`src/rtl/dds_pkg.sv`:
```
// Shared types and helpers for the DDS sweep synthesiser.
//   state_t   : control FSM states (S_IDLE, S_RUN, S_SWEEP, S_HOLD)
//   lut_entry : elaboration-time value of one quarter-wave ROM entry
//   fold_idx  : maps a full-wave address onto a quarter-wave ROM index
//   apply_sign: negates a ROM magnitude in the lower half-wave
// Optional feature macro used by the files that import this package:
//   DDS_COS_OUT_EN (adds the quadrature cosine path).
package dds_pkg;

  typedef enum logic [1:0] {
    S_IDLE  = 2'd0,
    S_RUN   = 2'd1,
    S_SWEEP = 2'd2,
    S_HOLD  = 2'd3
  } state_t;

  localparam real PI = 3.14159265358979323846;

  // Odd Taylor series of sin(x) for x in [0, pi/2]; 12 terms leave an error
  // far below half an output LSB, so rounding matches an ideal sine.
  function automatic real sin_poly(input real x);
    real term;
    real sum;
    term = x;
    sum  = x;
    for (int i = 1; i <= 12; i++) begin
      term = -term * x * x / real'((2 * i) * (2 * i + 1));
      sum  = sum + term;
    end
    return sum;
  endfunction

  // Half-LSB phase offset: entry k samples the middle of its phase slot, so
  // the quarter wave has no duplicated 0 or full-scale endpoints.
  function automatic int lut_entry(input int k, input int addr_w, input int out_w);
    real fs;
    real x;
    fs = real'((1 << (out_w - 1)) - 1);
    x  = (PI / 2.0) * (real'(k) + 0.5) / real'(1 << (addr_w - 2));
    return $rtoi(fs * sin_poly(x) + 0.5);
  endfunction

  // Quadrants 1 and 3 run the quarter wave backwards (bitwise inverse index).
  function automatic int unsigned fold_idx(input int unsigned addr, input int addr_w);
    int unsigned mask;
    int unsigned lo;
    mask = (32'd1 << (addr_w - 2)) - 32'd1;
    lo   = addr & mask;
    return (((addr >> (addr_w - 2)) & 32'd1) != 32'd0) ? (lo ^ mask) : lo;
  endfunction

  // Quadrants 2 and 3 (address MSB set) are the negative half-wave.
  function automatic int apply_sign(input int mag, input logic neg);
    return neg ? -mag : mag;
  endfunction

endpackage

```
`src/rtl/dds_quarter_lut.sv`:
```
// Quarter-wave sine ROM with registered read.
// Ports:
//   clk, reset : clock, asynchronous active-high reset (clears read regs)
//   en_i       : read enable; output registers hold when low
//   idx_a_i    : quarter-wave index, port A (sine)
//   mag_a_o    : unsigned magnitude, port A, one cycle after idx_a_i
//   idx_b_i    : quarter-wave index, port B (cosine)  [DDS_COS_OUT_EN]
//   mag_b_o    : unsigned magnitude, port B           [DDS_COS_OUT_EN]
// Macro DDS_COS_OUT_EN adds the second read port.
module dds_quarter_lut
  import dds_pkg::*;
#(
  parameter int ADDR_W = 10,
  parameter int OUT_W  = 12
) (
  input  logic              clk,
  input  logic              reset,
  input  logic              en_i,
  input  logic [ADDR_W-3:0] idx_a_i,
  output logic [OUT_W-2:0]  mag_a_o
`ifdef DDS_COS_OUT_EN
  ,
  input  logic [ADDR_W-3:0] idx_b_i,
  output logic [OUT_W-2:0]  mag_b_o
`endif
);

  localparam int N     = 1 << (ADDR_W - 2);
  localparam int MAG_W = OUT_W - 1;

  logic [MAG_W-1:0] rom [N];

  for (genvar k = 0; k < N; k++) begin : g_rom
    localparam int V = lut_entry(k, ADDR_W, OUT_W);
    assign rom[k] = MAG_W'(V);
  end

  logic [MAG_W-1:0] mag_a_q;

  always_ff @(posedge clk or posedge reset) begin
    if (reset) begin
      mag_a_q <= '0;
    end else if (en_i) begin
      mag_a_q <= rom[idx_a_i];
    end
  end

  assign mag_a_o = mag_a_q;

`ifdef DDS_COS_OUT_EN
  logic [MAG_W-1:0] mag_b_q;

  always_ff @(posedge clk or posedge reset) begin
    if (reset) begin
      mag_b_q <= '0;
    end else if (en_i) begin
      mag_b_q <= rom[idx_b_i];
    end
  end

  assign mag_b_o = mag_b_q;
`endif

endmodule

```
`src/rtl/dds_sweep_synth.sv`:
```
// DDS with fixed-tone and linear frequency-sweep modes.
// Ports:
//   clk, reset        : clock, asynchronous active-high reset
//   cfg_valid/ready   : config handshake (see below)
//   cfg_mode          : 0 fixed tone, 1 sweep
//   cfg_ftw_start/stop/step, cfg_dwell, cfg_phase_off : config fields
//   stop              : abort back to idle
//   sine_out          : signed sine sample (3 cycles after the accumulator)
//   cos_out           : signed cosine sample      [DDS_COS_OUT_EN]
//   out_valid         : sample valid
//   ftw_cur           : tuning word currently accumulated
//   sweep_done        : one-cycle pulse when ftw_cur lands on the stop word
//   busy              : not idle
//   dbg_state         : current FSM state (state_t encoding)
// Macro DDS_COS_OUT_EN adds cos_out and the second ROM read port.
//
// Handshake: cfg_ready is high exactly in S_IDLE; a config transfers on a
// rising clk edge where cfg_valid && cfg_ready. cfg_valid is don't-care while
// busy, and all cfg_* fields are latched on transfer so they may change after.
module dds_sweep_synth
  import dds_pkg::*;
#(
  parameter int PHASE_W = 32,
  parameter int ADDR_W  = 10,
  parameter int OUT_W   = 12,
  parameter int DWELL_W = 16
) (
  input  logic               clk,
  input  logic               reset,
  input  logic               cfg_valid,
  output logic               cfg_ready,
  input  logic               cfg_mode,
  input  logic [PHASE_W-1:0] cfg_ftw_start,
  input  logic [PHASE_W-1:0] cfg_ftw_stop,
  input  logic [PHASE_W-1:0] cfg_ftw_step,
  input  logic [DWELL_W-1:0] cfg_dwell,
  input  logic [PHASE_W-1:0] cfg_phase_off,
  input  logic               stop,
  output logic [OUT_W-1:0]   sine_out,
`ifdef DDS_COS_OUT_EN
  output logic [OUT_W-1:0]   cos_out,
`endif
  output logic               out_valid,
  output logic [PHASE_W-1:0] ftw_cur,
  output logic               sweep_done,
  output logic               busy,
  output logic [1:0]         dbg_state
);

  localparam int IDX_W = ADDR_W - 2;
  localparam int MAG_W = OUT_W - 1;

  state_t             state_q, state_d;
  logic [PHASE_W-1:0] acc_q, acc_d;
  logic [PHASE_W-1:0] ftw_cur_q, ftw_cur_d;
  logic [DWELL_W-1:0] dwell_cnt_q, dwell_cnt_d;
  logic               sweep_done_q, sweep_done_d;

  logic [PHASE_W-1:0] ftw_stop_q, ftw_step_q, phase_off_q;
  logic [DWELL_W-1:0] dwell_q;
  logic               dir_up_q;

  logic               accept;
  logic [PHASE_W:0]   nxt_up, nxt_dn;
  logic               hit;

  assign cfg_ready = (state_q == S_IDLE);
  assign busy      = (state_q != S_IDLE);
  assign dbg_state = state_q;
  assign accept    = cfg_valid && cfg_ready;

  // ---------------- control FSM ----------------
  always_comb begin
    state_d      = state_q;
    acc_d        = acc_q;
    ftw_cur_d    = ftw_cur_q;
    dwell_cnt_d  = dwell_cnt_q;
    sweep_done_d = 1'b0;

    // One extra bit catches wrap-around in either direction as "passed stop".
    nxt_up = {1'b0, ftw_cur_q} + {1'b0, ftw_step_q};
    nxt_dn = {1'b0, ftw_cur_q} - {1'b0, ftw_step_q};
    if (ftw_step_q == '0) begin
      hit = 1'b1;
    end else if (dir_up_q) begin
      hit = (nxt_up >= {1'b0, ftw_stop_q});
    end else begin
      hit = nxt_dn[PHASE_W] || (nxt_dn[PHASE_W-1:0] <= ftw_stop_q);
    end

    case (state_q)
      S_IDLE: begin
        if (accept) begin
          acc_d       = '0;
          ftw_cur_d   = cfg_ftw_start;
          dwell_cnt_d = '0;
          state_d     = cfg_mode ? S_SWEEP : S_RUN;
        end
      end
      S_RUN, S_HOLD: begin
        acc_d = acc_q + ftw_cur_q;
        if (stop) state_d = S_IDLE;
      end
      S_SWEEP: begin
        acc_d = acc_q + ftw_cur_q;
        // stop has priority: an expiry in the same cycle is discarded.
        if (stop) begin
          state_d = S_IDLE;
        end else if (dwell_cnt_q == dwell_q) begin
          dwell_cnt_d = '0;
          if (hit) begin
            ftw_cur_d    = ftw_stop_q;
            sweep_done_d = 1'b1;
            state_d      = S_HOLD;
          end else begin
            ftw_cur_d = dir_up_q ? nxt_up[PHASE_W-1:0] : nxt_dn[PHASE_W-1:0];
          end
        end else begin
          dwell_cnt_d = dwell_cnt_q + 1'b1;
        end
      end
      default: state_d = S_IDLE;
    endcase
  end

  always_ff @(posedge clk or posedge reset) begin
    if (reset) begin
      state_q      <= S_IDLE;
      acc_q        <= '0;
      ftw_cur_q    <= '0;
      dwell_cnt_q  <= '0;
      sweep_done_q <= 1'b0;
      ftw_stop_q   <= '0;
      ftw_step_q   <= '0;
      phase_off_q  <= '0;
      dwell_q      <= '0;
      dir_up_q     <= 1'b0;
    end else begin
      state_q      <= state_d;
      acc_q        <= acc_d;
      ftw_cur_q    <= ftw_cur_d;
      dwell_cnt_q  <= dwell_cnt_d;
      sweep_done_q <= sweep_done_d;
      if (accept) begin
        ftw_stop_q  <= cfg_ftw_stop;
        ftw_step_q  <= cfg_ftw_step;
        phase_off_q <= cfg_phase_off;
        dwell_q     <= cfg_dwell;
        dir_up_q    <= (cfg_ftw_start <= cfg_ftw_stop);
      end
    end
  end

  assign ftw_cur    = ftw_cur_q;
  assign sweep_done = sweep_done_q;

  // ---------------- sample pipeline ----------------
  // Each stage only loads while the sample it carries is live, so after a
  // stop the output freezes on the last valid sample rather than drifting.
  logic [2:0]        run_q;
  logic [ADDR_W-1:0] addr_q;
  logic [IDX_W-1:0]  idx_s;
  logic [MAG_W-1:0]  mag_s;
  logic              neg_s_q;
  logic [OUT_W-1:0]  sine_q;

  assign idx_s = IDX_W'(fold_idx(32'(addr_q), ADDR_W));

`ifdef DDS_COS_OUT_EN
  localparam int QTR = 1 << IDX_W;
  logic [ADDR_W-1:0] addr_c;
  logic [IDX_W-1:0]  idx_c;
  logic [MAG_W-1:0]  mag_c;
  logic              neg_c_q;
  logic [OUT_W-1:0]  cos_q;

  // cos(x) = sin(x + quarter turn): same ROM, address one quadrant ahead.
  assign addr_c = addr_q + ADDR_W'(QTR);
  assign idx_c  = IDX_W'(fold_idx(32'(addr_c), ADDR_W));
`endif

  always_ff @(posedge clk or posedge reset) begin
    if (reset) begin
      run_q   <= '0;
      addr_q  <= '0;
      neg_s_q <= 1'b0;
      sine_q  <= '0;
`ifdef DDS_COS_OUT_EN
      neg_c_q <= 1'b0;
      cos_q   <= '0;
`endif
    end else begin
      run_q <= {run_q[1:0], busy};
      if (busy) begin
        addr_q <= ADDR_W'((acc_q + phase_off_q) >> (PHASE_W - ADDR_W));
      end
      if (run_q[0]) begin
        neg_s_q <= addr_q[ADDR_W-1];
`ifdef DDS_COS_OUT_EN
        neg_c_q <= addr_c[ADDR_W-1];
`endif
      end
      if (run_q[1]) begin
        sine_q <= OUT_W'(apply_sign(int'(mag_s), neg_s_q));
`ifdef DDS_COS_OUT_EN
        cos_q  <= OUT_W'(apply_sign(int'(mag_c), neg_c_q));
`endif
      end
    end
  end

  dds_quarter_lut #(
    .ADDR_W(ADDR_W),
    .OUT_W (OUT_W)
  ) u_lut (
    .clk    (clk),
    .reset  (reset),
    .en_i   (run_q[0]),
    .idx_a_i(idx_s),
    .mag_a_o(mag_s)
`ifdef DDS_COS_OUT_EN
    ,
    .idx_b_i(idx_c),
    .mag_b_o(mag_c)
`endif
  );

  assign sine_out  = sine_q;
  assign out_valid = run_q[2];
`ifdef DDS_COS_OUT_EN
  assign cos_out   = cos_q;
`endif

endmodule

```
`config.mk`:
```
export PLATFORM = sky130hd
export DESIGN_NAME = dds_sweep_synth
export DESIGN_NICKNAME = d
export VERILOG_FILES = /design/src/rtl/dds_pkg.sv /design/src/rtl/dds_quarter_lut.sv /design/src/rtl/dds_sweep_synth.sv
export SDC_FILE = /design/constraint.sdc
export NUM_CORES = 1
export LEC_CHECK = 0
export ABC_AREA = 1
export BUFFER_PORTS_ARGS = -buffer_cell sky130_fd_sc_hd__clkbuf_2
export CORE_MARGIN = 5
export CORE_UTILIZATION = 56
export CTS_CLUSTER_DIAMETER = 40
export DETAILED_ROUTE_END_ITERATION = 10
export PLACE_DENSITY = 0.86
export REMOVE_ABC_BUFFERS = 1
export SLEW_MARGIN = 10
export SYNTH_ARGS = -nofsm -noshare
export SYNTH_HDL_FRONTEND = slang
export SYNTH_SLANG_ARGS = --single-unit
export TNS_END_PERCENT = 100
```
`constraint.sdc`:
```
create_clock -name clk -period 6.1 [get_ports clk]
set_input_delay 0.305 -clock clk [delete_from_list [all_inputs] [get_ports clk]]
set_output_delay 0.305 -clock clk [all_outputs]
set_load 0.02 [all_outputs]
```
# Word level (Yosys, flattened, before mapping)
# Memory sizes are Yosys's and may differ from the RTL's. A register that Yosys moved wholly into a read port is not among the register bits.
# Cells that the tools add are included.
[classes]
n_mul = 0
reduce_logical = 11
add_sub_neg = 6
n_lt_le_gt_ge = 3
muxes = 27
eq_ne = 10
shifts = 0
div_mod_pow = 0
bitwise = 2
[op_table]
columns = ["operator", "n"]
rows = [
  ["32-bit 2-to-1 mux", 6],
  ["32-bit case mux with 2 select lines", 2],
  ["32-bit adder", 2],
  ["32-bit less-or-equal comparator", 2],
  ["16-bit 2-to-1 mux", 3],
  ["32-bit by 32-bit adder with 33-bit output", 1],
  ["33-bit by 32-bit >= comparator with 1-bit output", 1],
  ["32-bit by 32-bit subtractor with 33-bit output", 1],
  ["32-bit logical NOT", 1],
  ["16-bit case mux with 2 select lines", 1],
  ["16-bit by 1-bit adder with 16-bit output, second input constant", 1],
  ["16-bit equality test", 1],
  ["12-bit 2-to-1 mux", 1],
  ["2-bit 2-to-1 mux", 6],
  ["11-bit negator with 12-bit output", 1],
  ["8-bit inverter with 9-bit output", 1],
  ["8-bit 2-to-1 mux", 1],
  ["8-bit inverter", 1],
  ["4-bit AND reduction", 2],
  ["1-bit 2-to-1 mux", 6],
  ["2-bit != test, second input constant", 3],
  ["3-bit != test, second input constant", 2],
  ["2-bit case mux with 3 select lines", 1],
  ["2-bit equality test, second input constant", 2],
  ["9 further kinds", 10],
]
[word_totals]
latch_bits = 0
romBits = 2816
out_inout_bits = 50
ramBits = 0
mem_count = 1
wordCells = 74
ff_bits = 222
[memory_table]
columns = ["name", "depth", "word_bits", "read_ports", "rd_ports_with_merged_regs", "write_ports", "line", "source"]
rows = [
  ["(no name shown)", 256, 11, 1, 1, 0, "dds_quarter_lut.sv:44", "mag_a_q <= rom[idx_a_i];"],
]

# Logic depth before layout (Yosys ltp)
# Gate-level depths: netlist (run 1).
[logic_depth]
ltp_word = 9
ltp_mapped = 35
ltp_nobuf = 34

# Hierarchy
# Synthesis (run 1) repeated with hierarchy kept, for this count alone.
[hier_totals]
cells_unflattened = 3406
hier_area_um2 = 22597.9
[by_module_without_submodules]
columns = ["mod", "cells_per_inst", "area_each_um2", "instances", "seq_area_each_um2"]
rows = [
  ["dds_sweep_synth", 2799, 19617.6, 1, 5555.3],
  ["dds_quarter_lut", 607, 2980.4, 1, 275.3],
]

# Worst setup path before layout (run 1)
# No wires, ideal clock.
[synth_timing]
path_kind = "register -> register"
start = "register ftw_cur_q[2] (netlist: ftw_cur[2])"
end = "register ftw_cur_q[10] (netlist: ftw_cur[10])"
synth_period_minus_slack_ns = 3.637
t_arrival_ns = 3.514
slack_ns = 2.463
setup_time_ns = 0.122
path_stages_with_launch = 26
n_path_buf = 2
cell_sequence = "dfrtp_1 ha_1 buf_4 a21oi_1 nand2_1 a21oi_1 o21ai_1 nand2_1 nand2_1 nand3_1 nand2_1 nand2_1 nand2_1 ha_1 nand4_1 inv_1 nand2_1 nor4_1 nand2_1 nand2_1 nand3_2 a21oi_4 buf_2 nand3_1 nand3_1 a21oi_1"
[synth_via]
elab_chain_len = 9
word_cells_on_any_way = 12
cone_classes = "add/sub: 2; order compare: 2; mux: 7; reduce/logical: 1"
[synth_rtl]
columns = ["item", "line", "source"]
rows = [
  ["start, declared", "dds_sweep_synth.sv:55", "logic [PHASE_W-1:0] ftw_cur_q, ftw_cur_d;"],
  ["start signal, assigned", "dds_sweep_synth.sv:141", "ftw_cur_q <= ftw_cur_d;"],
  ["32-bit by 32-bit subtractor with 33-bit output", "dds_sweep_synth.sv:82", "nxt_dn = {1'b0, ftw_cur_q} - {1'b0, ftw_step_q};"],
  ["32-bit less-or-equal comparator", "dds_sweep_synth.sv:88", "hit = nxt_dn[PHASE_W] || (nxt_dn[PHASE_W-1:0] <= ftw_stop_q);"],
  ["1-bit logical OR", "dds_sweep_synth.sv:88", ""],
  ["1-bit 2-to-1 mux", "dds_sweep_synth.sv:85", "end else if (dir_up_q) begin"],
  ["1-bit 2-to-1 mux", "dds_sweep_synth.sv:83", "if (ftw_step_q == '0) begin"],
  ["32-bit 2-to-1 mux *", "dds_sweep_synth.sv:111", "if (hit) begin"],
  ["32-bit 2-to-1 mux *", "dds_sweep_synth.sv:109", "end else if (dwell_cnt_q == dwell_q) begin"],
  ["32-bit 2-to-1 mux *", "dds_sweep_synth.sv:107", "if (stop) begin"],
  ["32-bit case mux with 2 select lines *", "dds_sweep_synth.sv:91", "case (state_q)"],
]
# Mark *: on every way between the ends. The rest lies on a longest branch, timed or not. The select of a mux whose other input is x is not followed.
# A chain may end at the register's enable or synchronous reset.

# Final worst setup path (run 1)
[layout_timing]
start = "register ftw_cur_q[14] (netlist: ftw_cur[14])"
end = "register ftw_cur_q[24] (netlist: ftw_cur[24])"
# The elaborated chain is that of the path after synthesis.

==> results of run 1 <==
==> cells in the mapped netlist, drive strengths merged, types with 4 or more instances <==
master / number / area, µm²
nand2: 814 / 3080
inv: 386 / 1450
a21oi: 324 / 1650
nor2: 285 / 1080
o21ai: 279 / 1410
ha: 237 / 2970
dfrtp: 233 / 5830
nand3: 204 / 1030
clkbuf: 59 / 221
xor2: 56 / 490
buf: 52 / 290
a31oi: 46 / 288
nor3: 45 / 230
nand4: 43 / 269
nor4: 24 / 150
xnor2: 19 / 181
o211ai: 16 / 120
a21o: 15 / 113
or2: 13 / 81.3
o21bai: 12 / 90.1
o21a: 11 / 82.6
o2111ai: 10 / 87.6
mux2i: 9 / 90.1
o31ai: 9 / 67.6
a21boi: 8 / 60.1
o221ai: 8 / 70.1
a211oi: 7 / 52.6
o22ai: 6 / 37.5
a221oi: 5 / 43.8
nand3b: 4 / 30.0
==> cells by family after synthesis <==
| family | Yosys count |
|---|---|
| AND/OR/NAND/NOR | 1437 |
| XOR/XNOR | 75 |
| flip-flops | 233 |
| buffers and inverters | 499 |
| adder cells (fa/ha/maj) | 240 |
| multiplexers | 9 |
| AO/OA/AOI/OAI | 776 |
==> registers in the layout, summed over array words and instances (netlist names) <==
name / flops
dwell_cnt_q: 16
acc_q: 32
dir_up_q: 1
ftw_stop_q: 32
u_lut.mag_a_o: 11
dbg_state: 2
ftw_cur: 32
phase_off_q: 32
dwell_q: 16
sine_out: 12
neg_s_q: 1
run_q: 3
ftw_step_q: 32
sweep_done: 1
addr_q: 10
==> worst min-delay path, cell delays in order <==
cell and delay, ps:
sky130_fd_sc_hd__clkbuf_2 80, sky130_fd_sc_hd__inv_1 70, sky130_fd_sc_hd__o21ai_0 90
==> layout make-up <==
class | instances | area share
Sequential cell | 233 | 0.228
Multi-Input combinational cell | 2537 | 0.554
Timing Repair Buffer | 310 | 0.0802
Inverter | 388 | 0.0574
Antenna cell | 1 | 0.0000979
Clock inverter | 28 | 0.0142
Clock buffer | 45 | 0.0411
Tap cell | 518 | 0.0254
==> worst paths after layout <==
kind,endpoint,cells after the start,start
worst max-delay path,ftw_cur[24],22,ftw_cur[14]
worst min-delay path,ftw_stop_q[18],3,cfg_ftw_stop[18]
worst max register to register,ftw_cur[24],22,ftw_cur[14]
worst min register to register,sine_out[6],2,sine_out[6]
max in group asynchronous,u_lut.mag_a_o[7],4,reset
min in group asynchronous,ftw_step_q[22],3,reset
==> per-stage QoR <==
stage | cells | utilization | hold slack [ps] | TNS, ps
after detailed placement | 3899 | 0.602 | 465 | 0
after floorplan | 3158 | - | 401 | -151520
after global placement | 3899 | 0.602 | 464 | 0
after CTS | 4059 | 0.661 | 0.157 | 0
after global routing | 4059 | 0.661 | 29.4 | 0
final | 4060 | 0.661 | 9.74 | 0
==> cells in the final DEF, fill, tap and decap left out, types with 5 or more instances in the layout <==
master                          netlist  routed
sky130_fd_sc_hd__a21oi_1            321     321
sky130_fd_sc_hd__dlygate4sd3_1        0      87
sky130_fd_sc_hd__o2111ai_1           10      10
sky130_fd_sc_hd__nor2_1             281     280
sky130_fd_sc_hd__ha_1               237     237
sky130_fd_sc_hd__nand2_1            808     807
sky130_fd_sc_hd__o21a_1              11      11
sky130_fd_sc_hd__clkbuf_16            0      40
sky130_fd_sc_hd__o21bai_1            12      12
sky130_fd_sc_hd__or2_2               13      13
sky130_fd_sc_hd__o21ai_0            264     264
sky130_fd_sc_hd__nor3_1              44      44
sky130_fd_sc_hd__nand3_1            203     203
sky130_fd_sc_hd__xnor2_1             17      16
sky130_fd_sc_hd__a221oi_1             5       5
sky130_fd_sc_hd__mux2i_1              9       9
sky130_fd_sc_hd__o211ai_1            16      16
sky130_fd_sc_hd__o221ai_1             8       8
sky130_fd_sc_hd__a211oi_1             7       7
sky130_fd_sc_hd__dfrtp_1            233     233
sky130_fd_sc_hd__buf_4                6      25
sky130_fd_sc_hd__inv_1              366     365
sky130_fd_sc_hd__inv_2               20      19
sky130_fd_sc_hd__o21ai_1             12      12
sky130_fd_sc_hd__nand4_1             43      43
sky130_fd_sc_hd__inv_6                0      11
sky130_fd_sc_hd__a21o_1              15      15
sky130_fd_sc_hd__clkbuf_2             0     198
sky130_fd_sc_hd__a31oi_1             46      46
sky130_fd_sc_hd__o31ai_1              9       9
sky130_fd_sc_hd__o22ai_1              6       6
sky130_fd_sc_hd__a21boi_0             6       6
sky130_fd_sc_hd__nor4_1              24      24
sky130_fd_sc_hd__xor2_1              56      56
==> routing by layer <==
metal / vias up / wire length [µm] / track usage
li1: 11500 / - / -
met1: 11600 / 36100 / 0.540
met2: 1568 / 38900 / 0.611
met3: 252 / 9270 / 0.0734
met4: 0 / 3710 / 0.152
met5: - / 0 / 0
==> run summary, run 1 <==
## CTS
• cts hold-fix bufs: 87
• post-CTS setup buffers: 0
• Clock Pin Slew Worst Setup and Hold Paths: 60 ps
• post-cts repair resize count: 0
• worst-skew pair later-pin latency: 590 ps
• total number of clock tree sinks: 233
• CTS tree: built
• number of buffers on the longest clock path: 3
• TritonCTS Buffers: 40
• H-tree depth: 2
• clock root buffer: sky130_fd_sc_hd__clkbuf_16

## Setup path
• category of the most critical setup path: reg2reg
• kind of cell adding the most delay to the critical path: compound AO/OA/AOI/OAI gates
• cell mode on critical path: sky130_fd_sc_hd__nand2_1
• biggest cell delay along the critical path: 550 ps
• worst path buffer plus inverter count: 3
• Req. time, crit path: 6540 ps
• critical path capture point type: register
• Crit-path slowest cell: sky130_fd_sc_hd__a21boi_0
• launching element type of the critical path: register
• minimum setup slack among reg-to-reg paths: 730 ps
• highest net fanout along the worst path: 32
• critical path, cell by cell: ha_1, a21oi_1, inv_1, a21oi_1, a21boi_0, nand2_1, xor2_1, ha_1, nand2_1, inv_1, nand3_1, nor3_1, o21ai_0, nand2_1, nand2_1, nand2_1, nand3_2, a21oi_4, buf_4, nand3_1, nand3_1, a21oi_1
• arrival time reported for the critical path endpoint: 5810 ps

## Yosys
• prevailing post-synth register cell: sky130_fd_sc_hd__dfrtp_1
• Yosys reg bits: 233
• Async SR Flop Fraction: 1.00
• instance count of the mapped netlist: 3269
• share of the synthesized area in compound gates (AO/OA/AOI/OAI): 0.198
• share of the synthesized netlist area taken by xor and xnor gates: 0.0307
• Yosys cell types: 61
• synthesized area divided by synthesized cell count: 6.70 µm²
• Syn Std Cell Area: 21900 µm²
• sequential cell area fraction in the yosys report: 0.266
• Post-synth EDFFs: 0
• share of synthesized cell area in full adder, half adder and majority cells: 0.138
• Yosys warning total: 0
• post-synthesis share of cell area spent on and, or, nand and nor gates: 0.273
• proportion of synthesized area in mux cells: 0.00411
• largest family of logic cells by synthesized area: simple AND/OR/NAND/NOR gates

## Route
• number of iterations in the first detailed-routing pass: 6
• initial detailed-routing violation count: 2923
• drt wl/cell: 21.7 µm
• total length of routed wires: 88100 µm
• Via-to-Cell Ratio: 6.14
• ANT nets after route: 0
• DR DRC count: 0
• vias after detailed routing: 24900

## Global routing
• aggregate global-route resource usage: 0.391
• via count of the first global-routing pass: 23900
• global route overflow: 0
• pin count of the biggest net entering global routing: 99
• antenna violations before repair: 1
• wire length of the first global-routing pass: 136000 µm

## Timing
• number of endpoints with negative hold slack in the final report: 0
• number of slew-limit violations in the final report: 0
• share of the clock period used by the worst path: 0.881
• Final Skew: 39.0 ps
• post-route minimum period: 5370 ps
• FMAX: 0.186 GHz
• total setup violations reported at the end of the flow: 0
• Least-Margin Pin Slew: 1020 ps
• Max-slew headroom: 0.321
• unrepaired setup endpoints after global routing: false
• worst setup margin: 729 ps

## Final layout
• nets@finish: 3899
• area of combinational cells with multiple inputs: 14100 µm²
• share of cells above drive strength 1: 0.0994
• final instance area: 25600 µm²
• area taken by flip-flops and latches: 5830 µm²
• post-synthesis to final-layout area growth: 16.6%
• fill count: 3388

## Placement
• pre-CTS setup slack: 1010 ps
• final HPWL from detailed placement: 64300 µm
• weighted congestion at the end of routability-driven global placement: 1.05
• count of input and output buffers: 198
• cell area reported after detailed placement: 23300 µm²

## Outcome
• outcome: finished, final reports clean

## Floorplanning
• width of the die: 208 µm
• Core Box Area: 38600 µm²
• die height: 208 µm
• I/O Pins: 199
• starting utilization of the core area: 0.567
• total die area: 43200 µm²
• placement row count: 72

## Run
• total of max-cap violations: 0

## Hold path
• class of the tightest hold or removal check: in2reg

Power of run 1 is left out: the tool's default activity adds up to more than one toggle a clock period on the data nets, which glitch-free logic cannot reach.
==> run 2: changes to the inputs <==
--- a/config.mk
+++ b/config.mk
@@ -11,6 +11,7 @@
 export CORE_UTILIZATION = 56
 export CTS_CLUSTER_DIAMETER = 40
 export DETAILED_ROUTE_END_ITERATION = 10
+export MAX_ROUTING_LAYER = met4
 export PLACE_DENSITY = 0.86
 export REMOVE_ABC_BUFFERS = 1
 export SLEW_MARGIN = 10
==> constraint.sdc (replaced) <==
create_clock -name clk -period 6.1 [get_ports clk]
set_input_delay 0.305 -clock clk [delete_from_list [all_inputs] [get_ports clk]]
set_output_delay 0.305 -clock clk [all_outputs]
set_load 0.005 [all_outputs]
==> run summary, run 2 (same netlist as run 1, synthesis figures left out) <==
## Outcome
• outcome: finished, final reports clean

## Placement
• final HPWL from detailed placement: 62000 µm
• count of input and output buffers: 198
• weighted congestion at the end of routability-driven global placement: 1.12
• cell area reported after detailed placement: 23300 µm²

## CTS
• TritonCTS Buffers: 40
• Clock Pin Slew Worst Setup and Hold Paths: 60 ps
• worst-skew pair later-pin latency: 580 ps
• total number of clock tree sinks: 233
• number of buffers on the longest clock path: 3
• post-CTS setup buffers: 0
• clock root buffer: sky130_fd_sc_hd__clkbuf_16
• CTS tree: built
• H-tree depth: 2

## Route
• initial detailed-routing violation count: 2832
• DR DRC count: 0
• vias after detailed routing: 24300
• ANT nets after route: 0
• Via-to-Cell Ratio: 6.02
• drt wl/cell: 20.5 µm
• total length of routed wires: 82700 µm
• number of iterations in the first detailed-routing pass: 8

## Global routing
• via count of the first global-routing pass: 23100
• met3 usage: 0.0772
• aggregate global-route resource usage: 0.378
• wire length of the first global-routing pass: 128000 µm
• antenna violations before repair: 0
• global route overflow: 0
• GRT met1 Usage: 0.501
• most used routing layer in global routing: met2
• pin count of the biggest net entering global routing: 149
• met2 capacity usage during global routing: 0.578

## Timing
• unrepaired setup endpoints after global routing: false
• post-route minimum period: 5540 ps
• number of endpoints with negative hold slack in the final report: 0
• Final Skew: 12.9 ps
• share of the clock period used by the worst path: 0.908
• Least-Margin Pin Slew: 975 ps
• summed negative setup slack over all endpoints: 0 ps
• FMAX: 0.180 GHz
• total setup violations reported at the end of the flow: 0
• Max-slew headroom: 0.348
• number of slew-limit violations in the final report: 0

## Floorplanning
• Core Box Area: 38600 µm²
• starting utilization of the core area: 0.567
• I/O Pins: 199
• placement row count: 72
• die height: 208 µm
• width of the die: 208 µm
• total die area: 43200 µm²

## Setup path
• Req. time, crit path: 6540 ps
• launching element type of the critical path: register
• critical path, cell by cell: ha_1, a21oi_1, inv_1, a21oi_1, a21boi_0, nand2_1, xor2_1, ha_1, nand2_1, inv_1, nand3_1, nor3_1, o21ai_0, nand2_1, nand2_1, nand2_1, nand3_2, a21oi_4, nand2_4, inv_1, nand2_1, nand3_1, o21ai_0
• crit path capture: dbg_state[0]
• critical path capture point type: register
• kind of cell adding the most delay to the critical path: simple AND/OR/NAND/NOR gates
• worst path buffer plus inverter count: 3
• category of the most critical setup path: reg2reg
• critical register-to-register path startpoint: ftw_cur[14]
• worst-case reg-to-reg path depth: 23
• terminus of the critical flop-to-flop path: dbg_state[0]
• number of cells on the critical path: 23
• cell mode on critical path: sky130_fd_sc_hd__nand2_1
• minimum setup slack among reg-to-reg paths: 560 ps
• Critical Path Source: ftw_cur[14]
• Crit-path slowest cell: sky130_fd_sc_hd__a21boi_0
• biggest cell delay along the critical path: 580 ps
• highest net fanout along the worst path: 33
• arrival time reported for the critical path endpoint: 5980 ps

## Final layout
• final instance area: 25400 µm²
• nets@finish: 3886
• highest-count cells in the layout ignoring fill and taps: sky130_fd_sc_hd__nand2_1, sky130_fd_sc_hd__inv_1, sky130_fd_sc_hd__a21oi_1
• Antenna Cells: 0
• post-synthesis to final-layout area growth: 16.1%
• fill count: 3434
• most common cell after layout, fill and taps aside: sky130_fd_sc_hd__nand2_1
• share of cells above drive strength 1: 0.0984

## Run
• total of max-cap violations: 0

## Hold path
• class of the tightest hold or removal check: in2reg

-- run 2: cell types whose count changed in the layout (fill, tap and decap cells not counted), sizes merged --
| cell | before | now |
|---|---|---|
| dlygate4sd3 | 87 | 76 |
| inv | 399 | 394 |
| clkbuf | 243 | 246 |
| buf | 25 | 23 |
| bufinv | 4 | 5 |
| diode | 1 | 0 |
-- run 2: worst reg2reg max path, stage by stage, from the launching register on --
cell and delay (ps):
sky130_fd_sc_hd__dfrtp_1 500, sky130_fd_sc_hd__ha_1 450, sky130_fd_sc_hd__a21oi_1 260, sky130_fd_sc_hd__inv_1 70, sky130_fd_sc_hd__a21oi_1 360, sky130_fd_sc_hd__a21boi_0 580, sky130_fd_sc_hd__nand2_1 390, sky130_fd_sc_hd__xor2_1 270
sky130_fd_sc_hd__ha_1 330, sky130_fd_sc_hd__nand2_1 70, sky130_fd_sc_hd__inv_1 50, sky130_fd_sc_hd__nand3_1 100, sky130_fd_sc_hd__nor3_1 350, sky130_fd_sc_hd__o21ai_0 240, sky130_fd_sc_hd__nand2_1 160, sky130_fd_sc_hd__nand2_1 70
sky130_fd_sc_hd__nand2_1 70, sky130_fd_sc_hd__nand3_2 90, sky130_fd_sc_hd__a21oi_4 160, sky130_fd_sc_hd__nand2_4 300, sky130_fd_sc_hd__inv_1 220, sky130_fd_sc_hd__nand2_1 110, sky130_fd_sc_hd__nand3_1 90, sky130_fd_sc_hd__o21ai_0 110
-- run 2: through the flow --
step / util / instances / hold WS (ps) / setup WS (ps)
2_1_floorplan: - / 3158 / 401 / -595
3_3_place_gp: 0.602 / 3897 / 445 / 931
3_5_place_dp: 0.602 / 3897 / 439 / 982
4_1_cts: 0.658 / 4045 / 1.42 / 952
5_1_grt: 0.658 / 4045 / 10.9 / 559
6_report: 0.658 / 4045 / 9.82 / 559
-- run 2: how the worst min path moves through the flow --
stage	startpoint	to	slack, ps	depth (start not counted)
6_report	cfg_ftw_stop[13]	ftw_stop_q[13]	10	3
5_1_grt	cfg_ftw_stop[26]	ftw_stop_q[26]	10	3
2_1_floorplan	stop	dbg_state[0]	400	1
3_3_place_gp	reset	ftw_stop_q[18]	450	2
4_1_cts	cfg_ftw_stop[20]	ftw_stop_q[20]	1	3
3_5_place_dp	reset	ftw_stop_q[18]	440	2
-- run 2: layer usage --
metal  up-vias  wire length, µm
met2      1427            36700
met5         -                0
li1      11500                -
met1     11200            33900
met4         0             3320
met3       246             8750
-- run 2: cell type report --
type,count,area [µm²],share of cell area
multi-input cells,2537,14100,0.556
inverters,388,1470,0.0576
clock inverters,24,327,0.0128
repair buffers,297,1940,0.0761
well taps,518,648,0.0255
flip-flops and latches,233,5830,0.229
clock buffers,48,1080,0.0425
-- run 2: timing repair --
action,CTS,global route
hold buffers,76,0
setup endpoints to repair,0,0
gates resized for setup,0,0
endpoints found under the hold margin,160,0
Power of run 2 is left out for the same reason.
